==> src/rtl/fpu_pkg.sv <==
// Shared definitions for the floating-point add controller: word layout,
// command and comparison encodings, controller state encoding and the
// adder response timeout.
package fpu_pkg;

   // 31-bit word: sign, 6-bit exponent, 24-bit fraction
   localparam int WORD_W   = 31;
   localparam int SIGN_BIT = 30;
   localparam int EXP_MSB  = 29;
   localparam int EXP_LSB  = 24;
   localparam int FRAC_MSB = 23;
   localparam int FRAC_LSB = 0;

   // Commands from the instruction sequencer
   typedef enum logic [1:0] {
      OP_FADD = 2'd0,
      OP_FSUB = 2'd1,
      OP_FCMP = 2'd2,
      OP_RSVD = 2'd3
   } op_e;

   // Comparison indicator
   typedef enum logic [1:0] {
      CMP_EQ = 2'b00,
      CMP_LT = 2'b01,
      CMP_GT = 2'b10
   } cmp_e;

   // Controller states
   typedef enum logic [1:0] {
      ST_IDLE  = 2'd0,
      ST_ISSUE = 2'd1,
      ST_WAIT  = 2'd2,
      ST_DONE  = 2'd3
   } state_e;

   // Cycles spent in WAIT without an adder response before giving up
   localparam int TIMEOUT_LIMIT = 8;
   localparam int TMO_W         = 3;

   // Flip the sign bit; subtraction and comparison feed -V to the adder
   function automatic logic [WORD_W-1:0] negate(input logic [WORD_W-1:0] x);
      return {~x[SIGN_BIT], x[SIGN_BIT-1:0]};
   endfunction

endpackage

==> src/rtl/fadd_ctrl.sv <==
// fadd_ctrl: sequences FADD / FSUB / FCMP commands onto a shared
// multi-cycle floating-point adder that lives beside this block.
// Operands are latched on an accepted start, the adder is started once,
// its answer is captured and a one-cycle stop pulse closes the command.
// A WAIT timeout forces completion with err set.
// Build option: define FADD_CTRL_FCMP_EN to include FCMP support; without
// it op=2 behaves like the reserved op and cmp is tied to 00.
module fadd_ctrl
   import fpu_pkg::*;
(
   input  logic              clk,
   input  logic              reset,
   input  logic              start,
   input  logic [1:0]        op,
   input  logic [WORD_W-1:0] ra,
   input  logic [WORD_W-1:0] v,
   output logic              busy,
   output logic              stop,
   output logic [WORD_W-1:0] result,
   output logic              overflow,
   output logic [1:0]        cmp,
   output logic              err,
   output logic              fa_start,
   output logic [WORD_W-1:0] fa_in1,
   output logic [WORD_W-1:0] fa_in2,
   input  logic [WORD_W-1:0] fa_out,
   input  logic              fa_stop,
   input  logic              fa_overflow
);

   state_e            state_q, state_d;
   op_e               op_q, op_d;
   logic [WORD_W-1:0] ra_q, ra_d;
   logic [WORD_W-1:0] v_q, v_d;
   logic [TMO_W-1:0]  cnt_q, cnt_d;
   logic [WORD_W-1:0] result_q, result_d;
   logic              overflow_q, overflow_d;
   logic              err_q, err_d;
   logic              stop_q, stop_d;
   logic              accept;
   logic              uses_adder;
`ifdef FADD_CTRL_FCMP_EN
   cmp_e              cmp_q, cmp_d;
`endif

   // A command is taken only when fully idle, including the stop cycle
   assign accept = start && (state_q == ST_IDLE) && !stop_q;

`ifdef FADD_CTRL_FCMP_EN
   assign uses_adder = (op != OP_RSVD);
`else
   assign uses_adder = (op == OP_FADD) || (op == OP_FSUB);
`endif

   // Next-state, datapath capture and adder handshake
   always_comb begin
      state_d    = state_q;
      op_d       = op_q;
      ra_d       = ra_q;
      v_d        = v_q;
      cnt_d      = cnt_q;
      result_d   = result_q;
      overflow_d = overflow_q;
      err_d      = err_q;
      stop_d     = 1'b0;
      fa_start   = 1'b0;
`ifdef FADD_CTRL_FCMP_EN
      cmp_d      = cmp_q;
`endif
      case (state_q)
         ST_IDLE: begin
            if (accept) begin
               op_d       = op_e'(op);
               ra_d       = ra;
               v_d        = v;
               cnt_d      = '0;
               err_d      = 1'b0;
               overflow_d = 1'b0;
               // reserved commands complete without touching the adder
               state_d    = uses_adder ? ST_ISSUE : ST_DONE;
            end
         end
         ST_ISSUE: begin
            fa_start = 1'b1;
            cnt_d    = '0;
            state_d  = ST_WAIT;
         end
         ST_WAIT: begin
            if (fa_stop) begin
               state_d = ST_DONE;
`ifdef FADD_CTRL_FCMP_EN
               if (op_q == OP_FCMP) begin
                  if (fa_out[FRAC_MSB:FRAC_LSB] == '0) begin
                     cmp_d = CMP_EQ;
                  end else if (fa_out[SIGN_BIT]) begin
                     cmp_d = CMP_LT;
                  end else begin
                     cmp_d = CMP_GT;
                  end
               end else begin
                  result_d   = fa_out;
                  overflow_d = fa_overflow;
               end
`else
               result_d   = fa_out;
               overflow_d = fa_overflow;
`endif
            end else if (cnt_q == TMO_W'(TIMEOUT_LIMIT - 1)) begin
               err_d   = 1'b1;
               cnt_d   = '0;
               state_d = ST_DONE;
            end else begin
               cnt_d = cnt_q + TMO_W'(1);
            end
         end
         ST_DONE: begin
            stop_d  = 1'b1;
            state_d = ST_IDLE;
         end
         default: state_d = ST_IDLE;
      endcase
   end

   // State and architectural registers; reset abandons any command
   always_ff @(posedge clk) begin
      if (reset) begin
         state_q    <= ST_IDLE;
         op_q       <= OP_FADD;
         ra_q       <= '0;
         v_q        <= '0;
         cnt_q      <= '0;
         result_q   <= '0;
         overflow_q <= 1'b0;
         err_q      <= 1'b0;
         stop_q     <= 1'b0;
      end else begin
         state_q    <= state_d;
         op_q       <= op_d;
         ra_q       <= ra_d;
         v_q        <= v_d;
         cnt_q      <= cnt_d;
         result_q   <= result_d;
         overflow_q <= overflow_d;
         err_q      <= err_d;
         stop_q     <= stop_d;
      end
   end

`ifdef FADD_CTRL_FCMP_EN
   // Comparison indicator register
   always_ff @(posedge clk) begin
      if (reset) begin
         cmp_q <= CMP_EQ;
      end else begin
         cmp_q <= cmp_d;
      end
   end
   assign cmp = cmp_q;
`else
   assign cmp = CMP_EQ;
`endif

   // Operands stay on the adder inputs for the whole command since they
   // come straight from the latched copies
   assign fa_in1   = ra_q;
   assign fa_in2   = (op_q == OP_FADD) ? v_q : negate(v_q);

   // busy covers the whole command up to and including the stop pulse
   assign busy     = (state_q != ST_IDLE) || stop_q;
   assign stop     = stop_q;
   assign result   = result_q;
   assign overflow = overflow_q;
   assign err      = err_q;

endmodule

==> config.mk <==
export PLATFORM = sky130hd
export DESIGN_NAME = fadd_ctrl
export DESIGN_NICKNAME = d
export VERILOG_FILES = /design/src/rtl/fpu_pkg.sv /design/src/rtl/fadd_ctrl.sv
export SDC_FILE = /design/constraint.sdc
export NUM_CORES = 1
export LEC_CHECK = 0
export ABC_AREA = 1
export BUFFER_PORTS_ARGS = -buffer_cell sky130_fd_sc_hd__buf_2
export CAP_MARGIN = 20
export CORE_ASPECT_RATIO = 1.25
export CORE_MARGIN = 2
export CORE_UTILIZATION = 46
export DETAILED_ROUTE_END_ITERATION = 6
export MAX_ROUTING_LAYER = met4
export PLACE_DENSITY = 0.8
export SYNTH_ARGS = -nofsm -noshare
export SYNTH_HDL_FRONTEND = slang
export SYNTH_SLANG_ARGS = --single-unit
==> constraint.sdc <==
create_clock -name clk -period 1.59 [get_ports clk]
set_input_delay 0.3975 -clock clk [delete_from_list [all_inputs] [get_ports clk]]
set_output_delay 0.3975 -clock clk [all_outputs]
set_load 0.03 [all_outputs]
# Yosys cells after proc, flatten, opt, wreduce, memory -nomap -nowiden
# Cells that the tools add are included.
[totals]
ff_bits = 103
output_inout_bits = 100
[classes]
bitwise = 1
n_addsub = 1
n_mux = 18
eq_ne = 10
n_reduce_logical = 17
[ops]
columns = ["operator", "n"]
rows = [
  ["$mux 31", 1],
  ["$mux 3", 3],
  ["$pmux 3 s3", 1],
  ["$mux 2", 4],
  ["$ne 2x2->1 const B", 4],
  ["$pmux 2 s4", 1],
  ["$logic_not 2->1", 3],
  ["$mux 1", 6],
  ["$reduce_and 2->1", 3],
  ["$reduce_and 3->1", 2],
  ["$eq 2x1->1 const B", 2],
  ["$eq 2x2->1 const B", 2],
  ["$pmux 1 s2", 2],
  ["$reduce_and 4->1", 1],
  ["$reduce_bool 2->1", 2],
  ["$add 3x1->3 const B", 1],
  ["$eq 3x3->1 const B", 1],
  ["$ne 3x3->1 const B", 1],
  ["$reduce_bool 3->1", 1],
  ["$logic_and 1x1->1", 2],
  ["$logic_or 1x1->1", 2],
  ["$logic_not 1->1", 1],
  ["$not 1->1", 1],
]

# Logic depth before layout (Yosys ltp)
# Gate-level depths: netlist of run 1.
[depth]
ltp_word = 5
depth_mapped = 8
mapped_depth_nobuf = 8

# Worst setup path before layout of run 1
# No wires, ideal clock.
[synth_timing]
path_kind = "flip-flop to flip-flop"
from = "reg state_q[0]"
to = "reg cnt_q[2]"
synth_period_minus_slack_ns = 1.356
arrival_time_ns = 1.241
t_required_ns = 1.475
n_path_buf = 0
setup_slack_ns = 0.234
stages_incl_launch_ff = 9
path_cell_list = "dfxtp_1 -> inv_1 -> ha_1 -> nand2_2 -> inv_2 -> nor2_2 -> nand3_1 -> nand2_1 -> nor2_1"
[synth_via]
elab_chain_len = 5
[synth_lines]
columns = ["element", "line", "text"]
rows = [
  ["start: declaration", "fadd_ctrl.sv:31", "state_e state_q, state_d;"],
  ["start signal: assignment", "fadd_ctrl.sv:137", "state_q <= state_d;"],
  ["$logic_not 2->1", "fadd_ctrl.sv:47, fadd_ctrl.sv:70", ""],
  ["$logic_and 1x1->1 (2 in a row)", "fadd_ctrl.sv:47", "assign accept = start && (state_q == ST_IDLE) && !stop_q;"],
  ["$ne 2x2->1 (no source line)", "-", ""],
  ["$reduce_and 3->1 (no source line)", "-", ""],
  ["end signal: assignment", "fadd_ctrl.sv:141", "cnt_q <= cnt_d;"],
  ["end: declaration", "fadd_ctrl.sv:35", "logic [TMO_W-1:0] cnt_q, cnt_d;"],
]
# Several ways; a longest one is shown, not always the timed one.
# A chain may end at the register's enable or synchronous reset.

# Worst setup path after layout of run 1
[layout_timing]
from = "reg state_q[1]"
to = "out busy"
[layout_via]
elab_chain_len = 2
[layout_lines]
columns = ["element", "line", "text"]
rows = [
  ["$reduce_bool 2->1", "fadd_ctrl.sv:169", "assign busy = (state_q != ST_IDLE) || stop_q;"],
  ["$logic_or 1x1->1", "fadd_ctrl.sv:169", ""],
  ["end: declaration", "fadd_ctrl.sv:17", "output logic busy,"],
]
# Every way passes these cells.

==> metrics, run 1 <==
status=finished, final reports clean; vias in the first global route=3,545; Synth top area share=0.511; via count=3,776; Initial Util=0.469; WP data required=1190 ps; Final HPWL DP=6.92 mm; # setup viols final=0; CTS clk-pin slew, worst paths=90 ps; Fin Hold WS=220 ps; Final Max Slew Viols=0; Placed Cells=788; ranking of synthesized cells by area=dfxtp_1 51%, nor2_1 19%, buf_4 6.5%, o21ai_1 6.4%, o21ai_0 5.5%; Die Y=109 microns; via/cell ratio=4.67; Synth warnings=0; simple logic cell fraction of the synthesized area=0.220; Root Driver=clkbuf_8; antenna violations before repair=1; H-tree depth=3; Unique masters post-synth=18; Post-Synth XOR/XNOR Area=0.00217; sequential share of power=0.378; min Tclk post-route=1540 ps; most frequent cells in the layout=202 x nor2_1, 194 x buf_2, 101 x dfxtp_1; TritonCTS clock tree=yes; Worst Path Class, Setup=flop to primary output; critical path startpoint category=flop; number of buffers created by CTS=9; Final Hold Fails=0; DRT iter0 DRCs=105; Design Area, Final=5160 sq um; Post-Synthesis Cells=523; Tightest Hold Check Type=input port to flop; largest family of logic cells by synthesized area=simple AND/OR/NAND/NOR gates; commonest non-fill, non-tap cell in the layout=nor2_1; first-pass GRT wire length=14.9 mm; post-route antenna net violation count=0; post-synthesis compound-gate area fraction=0.128; share of cells above drive strength 1=0.351; I/O Buffers=197; clk_lat worst skew=370 ps; core box area=8610 sq um; I/O pins=200; leak pwr=2.66 nW; Sw Pwr=0.00429 W; Post-CTS Hold Buffers=0; final non-filler cell total=808; Syn-to-layout area delta=27.8%; GPL Wtd Cong=0.768; sequential cell area fraction in the yosys report=0.511; # clock sinks=103; drt wl/cell=12.0 microns; Post-Route WL=9.68 mm; die width=87.8 microns; Sw Share=0.433; Yosys top cell by area=dfxtp_1; placed cell areas=4870 sq um; clk buf depth=2; worst-path maximum fanout=3; maxcap violations=0; pin count of the biggest net entering global routing=58; clk_skew=12.0 ps; Critical Path AT=1140 ps; drt drc=0; GRT overflow=0; Setup WS pre-CTS=76.5 ps; Setup TNS Final=0 ps; drt first pass iters=4; Post-Synth Adder-Cell Area=0.0217; Cell Rows=38; post-synthesis register bit count=103; Final period util=0.965; Internal=0.00561 W; GRT Total Usage=0.200; Synth Cell Area=4040 sq um; Die ar.=9550 sq um; Clock Power Share=0.180; maximum VDD drop=0.794 mV; power per cell area=1920 nW/um^2; synthesized area per cell=7.72 sq um; combinational power share=0.442; fill count=791; multiplexer share of the synthesized area=0; NumNets Final=789; crit path capture type=primary output; worst setup margin=54.9 ps; Fmax achieved=651 MHz
==> power by group through the flow <==
stage	Combinational, W	Clock [W]	Sequential [W]
6_report	0.00438	0.00179	0.00374
5_1_grt	0.00477	0.00193	0.00382
4_1_cts	0.00434	0.00182	0.00374
3_5_place_dp	0.00422	0	0.00379
3_3_place_gp	0.00413	0	0.00376
2_1_floorplan	0.00254	0	0.00462
==> registers in the layout, summed over array words and instances (netlist names) <==
register	flops
err	1
stop	1
result	31
fa_in1	31
v_q	31
overflow	1
state_q	2
op_q	2
cnt_q	3
==> critical path, cell delays in order, from the launching register on <==
cell and delay, ps:
dfxtp_2 340, inv_2 100, ha_4 150, nand2_2 60, buf_6 130
==> cells by family (layout without fill, tap and decap cells) <==
family                     after synthesis  after routing
other                                    1              3
AOI/OAI and AO/OA                      103            103
and+or+nand+nor                        232            232
adders and majority gates                7              7
DFF                                    103            103
buffers and inverters                   76            239
xor gates and xnor gates                 1              1
==> worst paths after layout <==
| path | startpoint | endpoint | slack (ps) | cells after the start |
|---|---|---|---|---|
| worst max-delay path | state_q[1]$_SDFFE_PP0P_ | busy | 50 | 4 |
| worst min-delay path | reset | err$_SDFFE_PP0P_ | 220 | 2 |
| worst max register to register | state_q[1]$_SDFFE_PP0P_ | cnt_q[1]$_SDFFE_PP0P_ | 130 | 8 |
| worst min register to register | err$_SDFFE_PP0P_ | err$_SDFFE_PP0P_ | 470 | 2 |
==> metal layers <==
| metal | up-vias | global-route usage | routed length [microns] |
|---|---|---|---|
| met2 | 132 | 0.356 | 4990 |
| met4 | 0 | 0.118 | 263 |
| met5 | - | - | 0 |
| li1 | 1938 | - | - |
| met1 | 1685 | 0.207 | 3890 |
| met3 | 21 | 0.0295 | 538 |
==> cell usage after synthesis, drive strengths merged <==
master and number:
clkbuf 12, a21oi 7, nand2 20, o21ai 96, conb 1, nor2 205, xnor2 1, dfxtp 103
nand3 7, inv 13, buf 51, ha 7
==> metrics by stage <==
stage	total power, W	utilization
global route	0.0105	0.600
global placement	0.00788	0.566
detailed placement	0.00801	0.566
floorplan	0.00715	-
CTS	0.00990	0.596
finish	0.00990	0.600
==> cell type report <==
cell class                      instances  area (sq um)  share of cell area
Multi-Input combinational cell        345          1540               0.299
Clock buffer                            9           124              0.0240
Antenna cell                            1          2.50            0.000485
Inverter                               13          48.8             0.00945
Tap cell                              120           150              0.0291
Timing Repair Buffer                  210          1140               0.220
Clock inverter                          7          96.3              0.0187
Sequential cell                       103          2060               0.400
==> repair_timing <==
action                     CTS  global route
hold endpoints to repair     0             0
gates resized for setup      9             7
buffers inserted             3             0
setup endpoints to repair    2             3
pin swaps                    1             0
No activity file was read; power rests on OpenSTA's default activity.
==> run 2, diff against run 1 <==
- CORE_MARGIN: 2 -> 3
- RECOVER_POWER: not set -> 100
==> metrics, run 2 (synthesis results as in run 1) <==
status=finished, final reports clean; CP max-delay cell=dfxtp_2; Clock Power Share=0.185 (+0.005); Internal=0.00555 W (-1.2%); Final Hold Fails=0 (unchanged); Die ar.=9950 sq um (+4.2%); Final Max Slew Viols=0 (unchanged); Sw Pwr=0.00433 W (+0.87%); H-tree depth=3 (unchanged); pin count of the biggest net entering global routing=67 (+16%); Cell Rows=37 (-2.6%); commonest non-fill, non-tap cell in the layout=nor2_1; most frequent cells in the layout=202 x nor2_1, 99 x dfxtp_1, 99 x buf_2; core box area=8380 sq um (-2.6%); top sig layer=met4; die width=89.8 microns (+2.3%); clk_skew=7.15 ps (-4.87 ps); Fmax achieved=652 MHz (about the same); Worst Path Class, Setup=flop to primary output; Design Area, Final=5100 sq um (-1.2%); Post-Route WL=10.1 mm (+4.0%); combinational power share=0.433 (-0.009); I/O Buffers=197 (unchanged); drt first pass iters=4 (unchanged); crit path capture type=primary output; CTS clk-pin slew, worst paths=90 ps (about the same); clk buf depth=2 (unchanged); drt wl/cell=12.5 microns (+3.9%); setup slack, reg-to-reg=110 ps (-20 ps); GPL Wtd Cong=0.779 (+1.4%); WL met3=570 microns (+5.9%); # setup viols final=0 (unchanged); antenna violations before repair=0 (-1); power per cell area=1940 nW/um^2 (+0.94%); Die Y=111 microns (+1.8%); Final period util=0.965 (about the same); fin util=0.609 (+0.00860); RR Startpoint=state_q[1]$_SDFFE_PP0P_; Critical Path AT=1140 ps (about the same); # clock sinks=103 (unchanged); vias in the first global route=3,595 (+1.4%); GRT overflow=0 (unchanged); maximum VDD drop=1.04 mV (+31%); critical hold path startpoint=reset; wl on met1=4.06 mm (+4.3%); first-pass GRT wire length=16.3 mm (+9.5%); worst-path maximum fanout=3 (unchanged); drt drc=0 (unchanged); WP data required=1190 ps (about the same); Tightest Hold Check Type=input port to flop; Initial Util=0.482 (+0.0127); CP Cell Sequence=inv_2 -> ha_4 -> nand2_4 -> buf_6; CP top delay family=flip-flops; maxcap violations=0 (unchanged); share of cells above drive strength 1=0.223 (-0.128); CP startpoint=state_q[1]$_SDFFE_PP0P_; Worst path max stage delay=340 ps (about the same); clk_lat worst skew=360 ps (about the same); Final HPWL DP=7.13 mm (+3.0%); Syn-to-layout area delta=26.3%; min Tclk post-route=1530 ps (-0.974 ps); NumNets Final=793 (+0.51%); Sw Share=0.438 (+0.00514); TritonCTS clock tree=yes; met2 wire length=5.17 mm (+3.6%); via/cell ratio=4.66 (-0.34%); placed cell areas=4870 sq um (about the same); DRT iter0 DRCs=130 (+24%); post-route antenna net violation count=0 (unchanged); number of buffers created by CTS=9 (unchanged); leak pwr=2.31 nW (-13%); sequential share of power=0.382 (+0.004); Buf/Inv on CP=2 (unchanged); critical path startpoint category=flop; GRT Total Usage=0.202 (+0.00168); Root Driver=clkbuf_8; I/O pins=200 (unchanged); via count=3,768 (-0.21%)
## run 2: cell count changes in the layout (fill, tap and decap cells not counted), moves of 2 or more
cell | before | now
buf_2 | 194 | 99
clkbuf_1 | 0 | 94
buf_6 | 2 | 4
dfxtp_1 | 101 | 99
dfxtp_2 | 2 | 4
## run 2: path summary, 6_finish.rpt
kind | end | cells after the start
worst max-delay path | busy | 4
worst min register to register | err$_SDFFE_PP0P_ | 2
worst min-delay path | stop$_SDFF_PP0_ | 2
worst max register to register | fa_in1[10]$_SDFFE_PP0P_ | 8
## run 2: final cells by class
class | instances | area [sq um]
Fill cell | 787 | 3280
Sequential cell | 103 | 2070
Multi-Input combinational cell | 345 | 1550
Timing Repair Buffer | 214 | 1060
Tap cell | 117 | 146
Clock buffer | 10 | 138
Clock inverter | 6 | 92.6
Inverter | 13 | 48.8
Antenna cell | 1 | 2.50
## run 2: worst register-to-register path, stage by stage, from the launching register on
cell	delay, ps
dfxtp_2	340
inv_2	100
ha_4	170
nand2_1	90
nor2_4	200
inv_2	60
clkbuf_4	230
nor2_1	150
nor2_1	60
## run 2: routing by layer
layer	up-vias	global-route usage
li1	1947	-
met1	1666	0.221
met2	129	0.350
met3	26	0.0360
met4	0	0.105
met5	-	-
## run 2: power by group through the flow
stage | clock network [W] | registers, W | logic (W)
6_report | 0.00183 | 0.00377 | 0.00428
5_1_grt | 0.00199 | 0.00386 | 0.00466
4_1_cts | 0.00189 | 0.00374 | 0.00440
3_5_place_dp | 0 | 0.00379 | 0.00424
3_3_place_gp | 0 | 0.00377 | 0.00414
2_1_floorplan | 0 | 0.00462 | 0.00254
## run 2: repair_timing
action / 4_1_cts / 5_1_grt
hold endpoints to repair: 0 / 0
hold buffers: 0 / 0
gates resized for setup: 15 / 8
pin swaps: 2 / 2
setup endpoints to repair: 63 / 97
buffers inserted: 3 / 3
## run 2: metrics by stage
step	instances	hold WS, ps	total power, W	setup TNS [ps]	setup slack, ps
final	809	228	0.00987	0	55.9
after CTS	806	203	0.0100	-36.1	-36.1
after floorplan	524	456	0.00715	0	234
after global routing	808	218	0.0105	-1.48	-1.48
after global placement	787	449	0.00791	0	36.1
after detailed placement	787	455	0.00802	-710	-49.9
